$ cat src/rtl/max7219_pkg.sv
// rtl/max7219_pkg.sv - MAX7219 register map, init-frame table and driver FSM states
package max7219_pkg;

    localparam logic [3:0] ADDR_DIGIT0    = 4'h1;
    localparam logic [3:0] ADDR_DECODE    = 4'h9;
    localparam logic [3:0] ADDR_INTENSITY = 4'hA;
    localparam logic [3:0] ADDR_SCAN      = 4'hB;
    localparam logic [3:0] ADDR_SHUTDOWN  = 4'hC;
    localparam logic [3:0] ADDR_TEST      = 4'hF;

    // Frame indices 0..4 are the init table, 5..10 the six digit frames
    localparam logic [3:0] FIRST_DIGIT_FRAME = 4'd5;
    localparam logic [3:0] LAST_FRAME        = 4'd10;

    typedef enum logic [2:0] {
        S_IDLE,
        S_LOAD_FRAME,
        S_SHIFT_LO,
        S_SHIFT_HI,
        S_LATCH
    } state_t;

    function automatic logic [15:0] init_frame(input logic [3:0] idx, input logic [3:0] intensity);
        case (idx)
            4'd0:    init_frame = {4'h0, ADDR_SHUTDOWN, 8'h01};
            4'd1:    init_frame = {4'h0, ADDR_TEST, 8'h00};
            4'd2:    init_frame = {4'h0, ADDR_DECODE, 8'h00};
            4'd3:    init_frame = {4'h0, ADDR_INTENSITY, 4'h0, intensity};
            default: init_frame = {4'h0, ADDR_SCAN, 8'h05};
        endcase
    endfunction

endpackage

$ cat src/rtl/max7219_display_driver_bcd_to_seg7.sv
// rtl/max7219_display_driver_bcd_to_seg7.sv - BCD digit to raw segment code {DP,A..G}, blank above 9
module bcd_to_seg7 (
    input  logic [3:0] bcd,
    output logic [7:0] seg
);

    always_comb begin
        seg = 8'h00;
        case (bcd)
            4'd0: seg = 8'h7E;
            4'd1: seg = 8'h30;
            4'd2: seg = 8'h6D;
            4'd3: seg = 8'h79;
            4'd4: seg = 8'h33;
            4'd5: seg = 8'h5B;
            4'd6: seg = 8'h5F;
            4'd7: seg = 8'h70;
            4'd8: seg = 8'h7F;
            4'd9: seg = 8'h7B;
            default: seg = 8'h00;
        endcase
    end

endmodule

$ cat src/rtl/max7219_display_driver.sv
// rtl/max7219_display_driver.sv - serialises HH:MM:SS BCD digits into MAX7219 frames on DIN/CLK/LOAD
module max7219_display_driver
    import max7219_pkg::*;
#(
    parameter int         SCLK_DIV  = 2,
    parameter logic [3:0] INTENSITY = 4'h8
) (
    input  logic        i_clk,
    input  logic        i_reset,
    input  logic        i_en,
    input  logic        i_update_stb,
    input  logic [23:0] i_bcd_digits,
    output logic        o_serial_dout,
    output logic        o_serial_clk,
    output logic        o_serial_load,
    output logic        o_busy
);

    localparam int DW = (2 * SCLK_DIV > 1) ? $clog2(2 * SCLK_DIV) : 1;
    localparam logic [DW-1:0] HALF_END  = DW'(SCLK_DIV - 1);
    localparam logic [DW-1:0] LATCH_END = DW'(2 * SCLK_DIV - 1);

    state_t        state;
    state_t        next_state;
    logic [DW-1:0] div_cnt;
    logic [3:0]    bit_cnt;
    logic [3:0]    frame_idx;
    logic [23:0]   snap;
    logic          init_done;
    logic          pending;
    logic [3:0]    digit_bcd;
    logic [7:0]    seg;
    logic [15:0]   word;
    logic          start;
    logic          half_done;
    logic          latch_done;
    logic          dout_d;
    logic          clk_d;
    logic          load_d;
    logic          busy_d;

    bcd_to_seg7 u_seg (
        .bcd (digit_bcd),
        .seg (seg)
    );

    always_comb begin
        digit_bcd = 4'h0;
        case (frame_idx)
            4'd5:    digit_bcd = snap[23:20];
            4'd6:    digit_bcd = snap[19:16];
            4'd7:    digit_bcd = snap[15:12];
            4'd8:    digit_bcd = snap[11:8];
            4'd9:    digit_bcd = snap[7:4];
            4'd10:   digit_bcd = snap[3:0];
            default: digit_bcd = 4'h0;
        endcase
    end

    // Digit frame n (index 5..10) targets register ADDR_DIGIT0 + n - 5
    always_comb begin
        if (frame_idx < FIRST_DIGIT_FRAME)
            word = init_frame(frame_idx, INTENSITY);
        else
            word = {4'h0, frame_idx - FIRST_DIGIT_FRAME + ADDR_DIGIT0, seg};
    end

    assign start      = !init_done || (i_en && (pending || i_update_stb));
    assign half_done  = (div_cnt == HALF_END);
    assign latch_done = (div_cnt == LATCH_END);

    always_ff @(posedge i_clk or posedge i_reset) begin
        if (i_reset)
            state <= S_IDLE;
        else
            state <= next_state;
    end

    always_comb begin
        next_state = state;
        case (state)
            S_IDLE:       if (start) next_state = S_LOAD_FRAME;
            S_LOAD_FRAME: next_state = S_SHIFT_LO;
            S_SHIFT_LO:   if (half_done) next_state = S_SHIFT_HI;
            S_SHIFT_HI: begin
                if (half_done)
                    next_state = (bit_cnt == 4'd0) ? S_LATCH : S_SHIFT_LO;
            end
            S_LATCH: begin
                if (latch_done)
                    next_state = (frame_idx == LAST_FRAME) ? S_IDLE : S_LOAD_FRAME;
            end
            default:      next_state = S_IDLE;
        endcase
    end

    // Pad values are computed for the state being entered so the registers line up with it
    always_comb begin
        clk_d  = (next_state == S_SHIFT_HI);
        load_d = (next_state == S_LATCH);
        busy_d = (next_state != S_IDLE);
        dout_d = o_serial_dout;
        if (state == S_LOAD_FRAME)
            dout_d = word[4'd15];
        else if (state == S_SHIFT_HI && next_state == S_SHIFT_LO)
            dout_d = word[bit_cnt - 4'd1];
    end

    always_ff @(posedge i_clk or posedge i_reset) begin
        if (i_reset) begin
            div_cnt   <= '0;
            bit_cnt   <= 4'd0;
            frame_idx <= 4'd0;
            snap      <= 24'h0;
            init_done <= 1'b0;
            pending   <= 1'b0;
        end else begin
            div_cnt <= (next_state != state) ? '0 : div_cnt + 1'b1;
            case (state)
                S_IDLE: begin
                    if (next_state == S_LOAD_FRAME) begin
                        frame_idx <= init_done ? FIRST_DIGIT_FRAME : 4'd0;
                        snap      <= i_bcd_digits;
                        init_done <= 1'b1;
                    end
                end
                S_LOAD_FRAME: bit_cnt <= 4'd15;
                S_SHIFT_HI:   if (half_done) bit_cnt <= bit_cnt - 4'd1;
                S_LATCH:      if (next_state == S_LOAD_FRAME) frame_idx <= frame_idx + 4'd1;
                default: ;
            endcase
            if (state == S_IDLE && next_state == S_LOAD_FRAME)
                pending <= 1'b0;
            else if (i_update_stb && i_en && state != S_IDLE)
                pending <= 1'b1;
        end
    end

    always_ff @(posedge i_clk or posedge i_reset) begin
        if (i_reset) begin
            o_serial_dout <= 1'b0;
            o_serial_clk  <= 1'b0;
            o_serial_load <= 1'b0;
            o_busy        <= 1'b0;
        end else begin
            o_serial_dout <= dout_d;
            o_serial_clk  <= clk_d;
            o_serial_load <= load_d;
            o_busy        <= busy_d;
        end
    end

endmodule

$ cat config.mk
export PLATFORM = sky130hd
export DESIGN_NAME = max7219_display_driver
export DESIGN_NICKNAME = d
export VERILOG_FILES = /design/src/rtl/max7219_pkg.sv /design/src/rtl/max7219_display_driver_bcd_to_seg7.sv /design/src/rtl/max7219_display_driver.sv
export SDC_FILE = /design/constraint.sdc
export NUM_CORES = 1
export LEC_CHECK = 0
export CAP_MARGIN = 20
export CORE_MARGIN = 10
export CORE_UTILIZATION = 40
export CTS_CLUSTER_SIZE = 10
export DETAILED_ROUTE_END_ITERATION = 7
export REMOVE_ABC_BUFFERS = 1
export SYNTH_ARGS = -nofsm -noshare
export SYNTH_HDL_FRONTEND = slang
export SYNTH_SLANG_ARGS = --single-unit
$ cat constraint.sdc
create_clock -name i_clk -period 3.03 [get_ports i_clk]
set_input_delay 0.909 -clock i_clk [delete_from_list [all_inputs] [get_ports i_clk]]
set_output_delay 0.909 -clock i_clk [all_outputs]
set_load 0.02 [all_outputs]
==> impl_summary.txt, run 1 <==
----------------------------------------------------
[Outcome]
  Outcome ... complete, no violations

[Synth]
  Sequential-to-total area share from yosys stat ... 42.5%
  Compound-cell area share of the yosys netlist ... 18.9%
  Simple-gate share of the synthesized area ... 13.6%
  Largest family of logic cells by synthesized area ... compound AO/OA/AOI/OAI gates
  Gate count after technology mapping ... 255
  Multiplexer share of the synthesized area ... 11.1%
  Average size of a mapped cell ... 9.93 um^2
  Count of flip-flops with a built-in enable after synthesis ... 0
  Post-synthesis xor/xnor area fraction ... 1.04%
  Dominant synthesized flop cell ... sky130_fd_sc_hd__dfrtp_1
  Ys async rst share ... 100%
  Share of synthesized cell area in full adder, half adder and majority cells ... 6.92%
  Register bit total from synthesis ... 43
  Total of warnings raised by yosys ... 0
  Count of distinct cell types in the synthesized netlist ... 51
  Post-synthesis cell area ... 2530 um^2

[Critical path]
  Critical-path cell with the highest stage delay ... sky130_fd_sc_hd__dfrtp_1
  Arrival time worst endpoint ... 2.95 ns
  Crit end category ... flip-flop
  Family with the most delay on the worst path ... compound AO/OA/AOI/OAI gates
  Critical-path maximum fanout ... 9
  Path length in cells of the critical path ... 10
  Worst setup path category ... reg2reg
  Sort of element at the start of the critical path ... flip-flop
  Most frequent cell on the critical path ... sky130_fd_sc_hd__o22ai_1
  Number of buffers and inverters on the critical path ... 2
  Cell count of the worst reg-to-reg path ... 10
  Crit path cell chain ... inv_1 > ha_1 > a222oi_1 > o22ai_1 > buf_4 > or3_1 > a311oi_1 > o2111ai_1 > a32oi_1 > o22ai_1
  Stage delay of the slowest cell on the critical path ... 0.40 ns
  Required @ worst endpoint ... 3.19 ns

[STA]
  Transition time at the pin with the least slew margin ... 0.818 ns
  Final Max Slew Viols ... 0
  Rel. slew slack ... 45.2%
  RSZ-0062 raised after global routing ... no
  Sum of negative setup slack ... 0 ns
  Count of endpoints failing setup in the final report ... 0
  Clock Skews ... 0.0115 ns
  Post-route setup slack ... 0.250 ns
  Crit share post-route ... 91.8%
  Time the final worst path needs with I/O delays and setup ... 2.78 ns
  Fmax achieved ... 360 MHz
  Final Hold Fails ... 0

[Routing]
  Via/cell ratio ... 5.67
  Vias after detailed routing ... 2116
  Starting DRT DRC Count ... 148
  DR pass1 iterations ... 5
  Average wire per cell in the routed design ... 15.9 um
  Total DRC errors in the routed layout ... 0
  Count of nets left with antenna violations after detail routing ... 0
  Total Routed Length ... 5930 um

[Finish]
  Number of diodes ... 0
  Fin area ... 3120 um^2
  Share of cells above drive strength 1 ... 18.1%
  Area added between synthesis and finish ... 23.1%
  Final net count ... 339

[Worst hold path]
  Hold Path Depth ... 1
  Hold WC Path Type ... reg2reg

[Place]
  HPWL after detailed placement ... 4600 um
  Number of buffers added on ports ... 31
  Routability cong. ... 0.821
  Total cell area at the placement stage ... 3030 um^2
  Worst slack, placed ... 0.122 ns

[CTS]
  Clock root buffer master ... sky130_fd_sc_hd__clkbuf_8
  Number of clock sinks ... 43
  Maximum buffer depth of the clock tree ... 2
  Clk slew on worst S/H paths ... 0.08 ns
  Number of gates resized after CTS ... 0
  Clock latency reported for the late side of the worst-skew pair ... 0.29 ns
  TritonCTS clock tree ... yes
  Htree depth ... 2
  Cts bufs inserted ... 5
  Buffers inserted by post-CTS timing repair ... 0
  Number of buffers added to fix hold violations after cts ... 0

[Power and ir drop]
  Peak supply drop ... 0.231 mV
  Comb pwr share ... 6.7%
  Sw Ratio ... 22.0%
  Clk network pwr share ... 34.6%
  Sequential share of power ... 58.7%
  Leakage power total ... 1.31 nW
  Power density over the cells ... 328 nW/um^2
  P_int ... 797 uW
  Sw Pwr ... 225 uW

[Floorplanning]
  Site Rows ... 28
  Core Area ... 6030 um^2
  Die Footprint ... 9910 um^2
  Y dimension of the die ... 99.6 um
  Die boundary width ... 99.6 um
  Initial cell density of the core ... 42.0%
  Number of top-level pins ... 32

[Global route]
  Maximum number of pins on one net before global-route repair ... 26
  Met3 demand-to-capacity share in global routing ... 1.94%
  Initial antenna violation count ... 0
  GRT Resource Usage Total ... 11.8%
  Vias in the first global route ... 2007
  GRT met1 Usage ... 15.6%
  Leftover overflow at the end of global routing ... 0
  Routing layer with the top usage in global route ... met2
  First-pass GRT wire length ... 9930 um
  Met2 capacity usage during global routing ... 18.7%

[Flow run]
  Max-cap violation count ... 0

----------------------------------------------------
==> kinds of logic (layout without fill, tap and decap cells) <==
group / Yosys count / in the layout
compound gates: 70 / 70
xor+xnor: 3 / 3
fa+ha+maj: 14 / 14
buf+inv: 34 / 77
flops: 43 / 43
mux: 25 / 25
simple gates: 66 / 66
==> cells in the mapped netlist, types with 6 or more instances <==
cell / count / share of area (%)
sky130_fd_sc_hd__a21oi_1: 13 / 2.6
sky130_fd_sc_hd__nor3_1: 8 / 1.6
sky130_fd_sc_hd__a222oi_1: 6 / 2.4
sky130_fd_sc_hd__nand3_1: 9 / 1.8
sky130_fd_sc_hd__nand2_1: 16 / 2.4
sky130_fd_sc_hd__o21ai_0: 18 / 3.6
sky130_fd_sc_hd__nor2_1: 8 / 1.2
sky130_fd_sc_hd__inv_1: 17 / 2.5
sky130_fd_sc_hd__ha_1: 14 / 6.9
sky130_fd_sc_hd__mux2_2: 24 / 11
sky130_fd_sc_hd__nand2b_1: 6 / 1.5
sky130_fd_sc_hd__dfrtp_1: 43 / 43
sky130_fd_sc_hd__buf_2: 9 / 1.8
==> flip-flops by register name, indices dropped and copies added, names as in the netlist <==
name,count
div_cnt,2
init_done,1
state,3
snap,24
frame_idx,4
o_busy,1
bit_cnt,4
pending,1
o_serial_clk,1
o_serial_dout,1
o_serial_load,1
==> routing by layer <==
layer / routed length (um) / up-vias
met3: 166 / 4
met5: 0 / -
met4: 60 / 0
met1: 2840 / 1043
li1: - / 1029
met2: 2870 / 40
==> metrics by stage <==
| step | cells | hold WS, ns | total power [mW] | utilization (%) |
|---|---|---|---|---|
| 2_1_floorplan | 238 | 0.438 | 0.632 | - |
| 3_3_place_gp | 365 | 0.457 | 0.681 | 50.3 |
| 3_5_place_dp | 365 | 0.464 | 0.681 | 50.3 |
| 4_1_cts | 373 | 0.474 | 1.04 | 51.7 |
| 5_1_grt | 373 | 0.494 | 1.06 | 51.7 |
| 6_report | 373 | 0.467 | 1.02 | 51.7 |
==> area by class of cell <==
cell class / count / area, um^2
Sequential cell: 43 / 1080
Inverter: 17 / 63.8
Fill cell: 579 / 2910
Multi-Input combinational cell: 178 / 1310
Clock inverter: 2 / 12.5
Timing Repair Buffer: 52 / 493
Tap cell: 75 / 93.8
Clock buffer: 6 / 72.6
==> power groups by stage <==
stage	Combinational (mW)	Sequential, mW	Clock (mW)
CTS	0.0702	0.600	0.371
global route	0.0751	0.602	0.386
global placement	0.0684	0.612	0
floorplan	0.0256	0.606	0
finish	0.0680	0.600	0.354
detailed placement	0.0700	0.611	0
==> worst paths after layout <==
kind	to	slack (ns)	startpoint
worst max-delay path	o_serial_dout	0.25	frame_idx[1]
worst min-delay path	div_cnt[0]	0.47	div_cnt[0]
worst max register to register	o_serial_dout	0.25	frame_idx[1]
worst min register to register	div_cnt[0]	0.47	div_cnt[0]
max in group asynchronous	frame_idx[1]	1.52	i_reset
min in group asynchronous	snap[17]	0.98	i_reset
==> cells in the final DEF (no fill, tap or decap), types with 2 or more instances in the layout <==
cell type / Yosys / routed
sky130_fd_sc_hd__nor2b_1: 4 / 4
sky130_fd_sc_hd__a31oi_1: 4 / 4
sky130_fd_sc_hd__inv_1: 17 / 16
sky130_fd_sc_hd__xnor2_1: 2 / 2
sky130_fd_sc_hd__clkdlybuf4s50_1: 0 / 31
sky130_fd_sc_hd__buf_12: 0 / 2
sky130_fd_sc_hd__a222oi_1: 6 / 6
sky130_fd_sc_hd__o41ai_1: 2 / 2
sky130_fd_sc_hd__o21ai_0: 18 / 18
sky130_fd_sc_hd__o22ai_1: 5 / 5
sky130_fd_sc_hd__or3_1: 2 / 2
sky130_fd_sc_hd__nand2_1: 16 / 16
sky130_fd_sc_hd__dfrtp_1: 43 / 43
sky130_fd_sc_hd__o22a_1: 2 / 2
sky130_fd_sc_hd__nor4_1: 3 / 3
sky130_fd_sc_hd__nor3_1: 8 / 8
sky130_fd_sc_hd__nand2b_1: 6 / 6
sky130_fd_sc_hd__o221ai_1: 2 / 2
sky130_fd_sc_hd__a22oi_1: 2 / 2
sky130_fd_sc_hd__clkbuf_8: 0 / 5
sky130_fd_sc_hd__ha_1: 14 / 14
sky130_fd_sc_hd__buf_4: 1 / 19
sky130_fd_sc_hd__nand3_1: 9 / 9
sky130_fd_sc_hd__a32oi_1: 2 / 2
sky130_fd_sc_hd__a21oi_1: 13 / 13
sky130_fd_sc_hd__mux2_2: 24 / 24
sky130_fd_sc_hd__nand3b_1: 2 / 2
sky130_fd_sc_hd__nor2_1: 8 / 8
sky130_fd_sc_hd__o32ai_1: 2 / 2
sky130_fd_sc_hd__o2111ai_1: 2 / 2
Note: power is estimated with default switching activity, not from simulation.
==> inputs of run 2 (changes only) <==
CORE_UTILIZATION = 55   (was 40)
PLACE_DENSITY = 0.79   (was default)
SETUP_SLACK_MARGIN = 0.1   (was default)
==> run 2 against run 1 <==
  * Critical path depth fell by 1
  * Sequential power about the same
  * Final cell count decreased by 8.6%
  * Power increased by 6.8%
  * Clock-buffer cell count stayed put
  * Flip-flop and latch count stayed put
  * Final area shrank 2.2%
  * Clock power increased by 20%
  * Utilization rose by 17 points
  * Register-to-register slack gained 0.08 ns
==> impl_summary.txt, run 2 (synthesis gave the netlist of run 1 again) <==
----------------------------------------------------
[Floorplanning]
  Die boundary width ... 87.8 um (-12%)
  Die Footprint ... 7720 um^2 (-22%)
  Site Rows ... 24 (-14%)
  Initial cell density of the core ... 57.3% (+15 points)
  Core Area ... 4410 um^2 (-27%)
  Y dimension of the die ... 87.8 um (-12%)
  Number of top-level pins ... 32 (unchanged)

[Global route]
  Leftover overflow at the end of global routing ... 0 (unchanged)
  Initial antenna violation count ... 0 (unchanged)
  Maximum number of pins on one net before global-route repair ... 44 (+69%)
  Vias in the first global route ... 2017 (+0.50%)
  First-pass GRT wire length ... 9670 um (-2.6%)
  GRT Resource Usage Total ... 15.3% (+3.6 points)

[CTS]
  Htree depth ... 2 (unchanged)
  Number of clock sinks ... 43 (unchanged)
  TritonCTS clock tree ... yes
  Buffers inserted by post-CTS timing repair ... 0 (unchanged)
  Clock root buffer master ... sky130_fd_sc_hd__clkbuf_8
  Maximum buffer depth of the clock tree ... 2 (unchanged)
  Clk slew on worst S/H paths ... 0.08 ns (about the same)
  Number of buffers added to fix hold violations after cts ... 0 (unchanged)
  Clock latency reported for the late side of the worst-skew pair ... 0.29 ns (about the same)
  Number of gates resized after CTS ... 0 (unchanged)
  Cts bufs inserted ... 5 (unchanged)

[Routing]
  Highest metal layer with signal wires ... met4
  Total Routed Length ... 5570 um (-6.2%)
  Starting DRT DRC Count ... 174 (+18%)
  Total routed wire length on the met1 layer ... 2610 um (-8.2%)
  Vias after detailed routing ... 2095 (-0.99%)
  Count of nets left with antenna violations after detail routing ... 0 (unchanged)
  DR pass1 iterations ... 5 (unchanged)
  Met3 layer wire length in the routed design ... 228 um (+37%)
  Routed wire length on met2 ... 2620 um (-8.7%)
  Via/cell ratio ... 6.14 (+8.3%)
  Average wire per cell in the routed design ... 16.3 um (+2.7%)
  Total DRC errors in the routed layout ... 0 (unchanged)

[Power and ir drop]
  Sum of internal, switching and leakage power ... 1.09 mW (+6.8%)
  Comb pwr share ... 6.0% (-0.7 points)
  Leakage power total ... 1.29 nW (-2.2%)
  Power density over the cells ... 358 nW/um^2 (+9.2%)
  Peak supply drop ... 0.289 mV (+25%)
  Sw Pwr ... 215 uW (-4.2%)
  Clk network pwr share ... 39.0% (+4.4 points)
  Sw Ratio ... 19.7% (-2.3 points)
  P_int ... 876 uW (+9.9%)
  Sequential share of power ... 55.0% (-3.7 points)

[STA]
  Clock Skews ... 0.00336 ns (-0.00810 ns)
  Time the final worst path needs with I/O delays and setup ... 2.70 ns (-0.0828 ns)
  Rel. slew slack ... 61.9% (+17 points)
  Post-route setup slack ... 0.332 ns (+0.0828 ns)
  Transition time at the pin with the least slew margin ... 0.569 ns (-0.249 ns)
  RSZ-0062 raised after global routing ... no
  Sum of negative setup slack ... 0 ns (unchanged)
  Fmax achieved ... 371 MHz (+3.1%)
  Count of endpoints failing setup in the final report ... 0 (unchanged)
  Final Max Slew Viols ... 0 (unchanged)
  Final Hold Fails ... 0 (unchanged)
  Crit share post-route ... 89.0% (-2.7 points)

[Finish]
  Area taken by multi-input logic gates ... 1320 um^2 (+0.96%)
  Fin area ... 3050 um^2 (-2.2%)
  Final net count ... 331 (-2.4%)
  Area added between synthesis and finish ... 20.4%
  Commonest non-fill, non-tap cell in the layout ... sky130_fd_sc_hd__dfrtp_1
  Area taken by flip-flops and latches ... 1080 um^2 (+0.12%)
  Commonest cells after routing, fill and taps aside ... sky130_fd_sc_hd__dfrtp_1 (42), sky130_fd_sc_hd__clkdlybuf4s50_1 (31), sky130_fd_sc_hd__mux2_2 (24)
  Share of cells above drive strength 1 ... 16.6% (-1.5 points)
  Largest registers ... snap (24), bit_cnt (4), frame_idx (4)
  Largest register FFs ... 24 (unchanged)
  Post-layout utilization of the core ... 69.0% (+17 points)
  Largest register by flop count ... snap
  Number of diodes ... 0 (unchanged)
  Fill cell count ... 348 (-40%)

[Worst hold path]
  Hold WC Path Type ... reg2reg
  Hold Crit Start ... div_cnt[0]

[Place]
  Worst slack, placed ... 0.165 ns (+0.0427 ns)
  Number of buffers added on ports ... 31 (unchanged)
  Total cell area at the placement stage ... 2930 um^2 (-3.3%)
  Routability cong. ... 0.813 (-0.95%)
  HPWL after detailed placement ... 4190 um (-8.7%)

[Critical path]
  Critical-path cell with the highest stage delay ... sky130_fd_sc_hd__dfrtp_2
  Crit end category ... flip-flop
  Stage delay of the slowest cell on the critical path ... 0.45 ns (+0.05 ns)
  Critical-path maximum fanout ... 9 (unchanged)
  Sort of element at the start of the critical path ... flip-flop
  Source of the worst register-to-register timing path ... frame_idx[0]
  Crit path cell chain ... ha_1 > a222oi_1 > o22ai_1 > buf_4 > or3_1 > a311oi_1 > o2111ai_1 > a32oi_1 > o22ai_1
  Worst setup path category ... reg2reg
  Required @ worst endpoint ... 3.20 ns (about the same)
  Number of buffers and inverters on the critical path ... 1 (-1)
  Arrival time worst endpoint ... 2.87 ns (-0.08 ns)
  Setup slack, reg-to-reg ... 0.33 ns (+0.08 ns)
  Most frequent cell on the critical path ... sky130_fd_sc_hd__o22ai_1
  Family with the most delay on the worst path ... compound AO/OA/AOI/OAI gates
  First element of the critical path ... frame_idx[0]

[Flow run]
  Max-cap violation count ... 0 (unchanged)

[Outcome]
  Outcome ... complete, no violations

----------------------------------------------------
[run 2: cell count changes in the layout (fill, tap and decap cells not counted), sizes merged]
| cell | previous run | this run |
|---|---|---|
| bufinv | 0 | 1 |
| clkinv | 2 | 0 |
| clkinvlp | 1 | 0 |
| inv | 16 | 17 |
| buf | 21 | 13 |
[run 2: worst paths after layout]
check | to | cells past startpoint
worst max-delay path | o_serial_dout | 9
worst min-delay path | div_cnt[0] | 1
worst max register to register | o_serial_dout | 9
worst min register to register | div_cnt[0] | 1
max in group asynchronous | frame_idx[0] | 3
min in group asynchronous | o_busy | 3
[run 2: final cells by class]
class                      count  area share, %
multi-input combinational    178           43.2
sequential                    43           35.4
timing repair buffer          44           13.8
clock buffer                   6           2.38
tap                           52           2.14
inverter                      17           2.09
clock inverter                 1          0.986
[run 2: power by group through the flow]
stage               sequential (mW)  clock (mW)  combinational (mW)
finish                        0.600       0.425              0.0659
global route                  0.602       0.462              0.0728
CTS                           0.600       0.436              0.0674
detailed placement            0.611           0              0.0673
global placement              0.611           0              0.0649
floorplan                     0.606           0              0.0256
[run 2: per-layer routing]
metal  GRT usage [%]  up-vias
met5               0        -
met4            5.65        0
met3            2.79        8
met2            23.7       60
met1            20.9     1016
li1                -     1011
[run 2: metrics by stage]
| stage | cells | hold WS [ns] |
|---|---|---|
| global route | 341 | 0.515 |
| floorplan | 238 | 0.438 |
| finish | 341 | 0.477 |
| CTS | 341 | 0.476 |
| detailed placement | 334 | 0.466 |
| global placement | 334 | 0.454 |
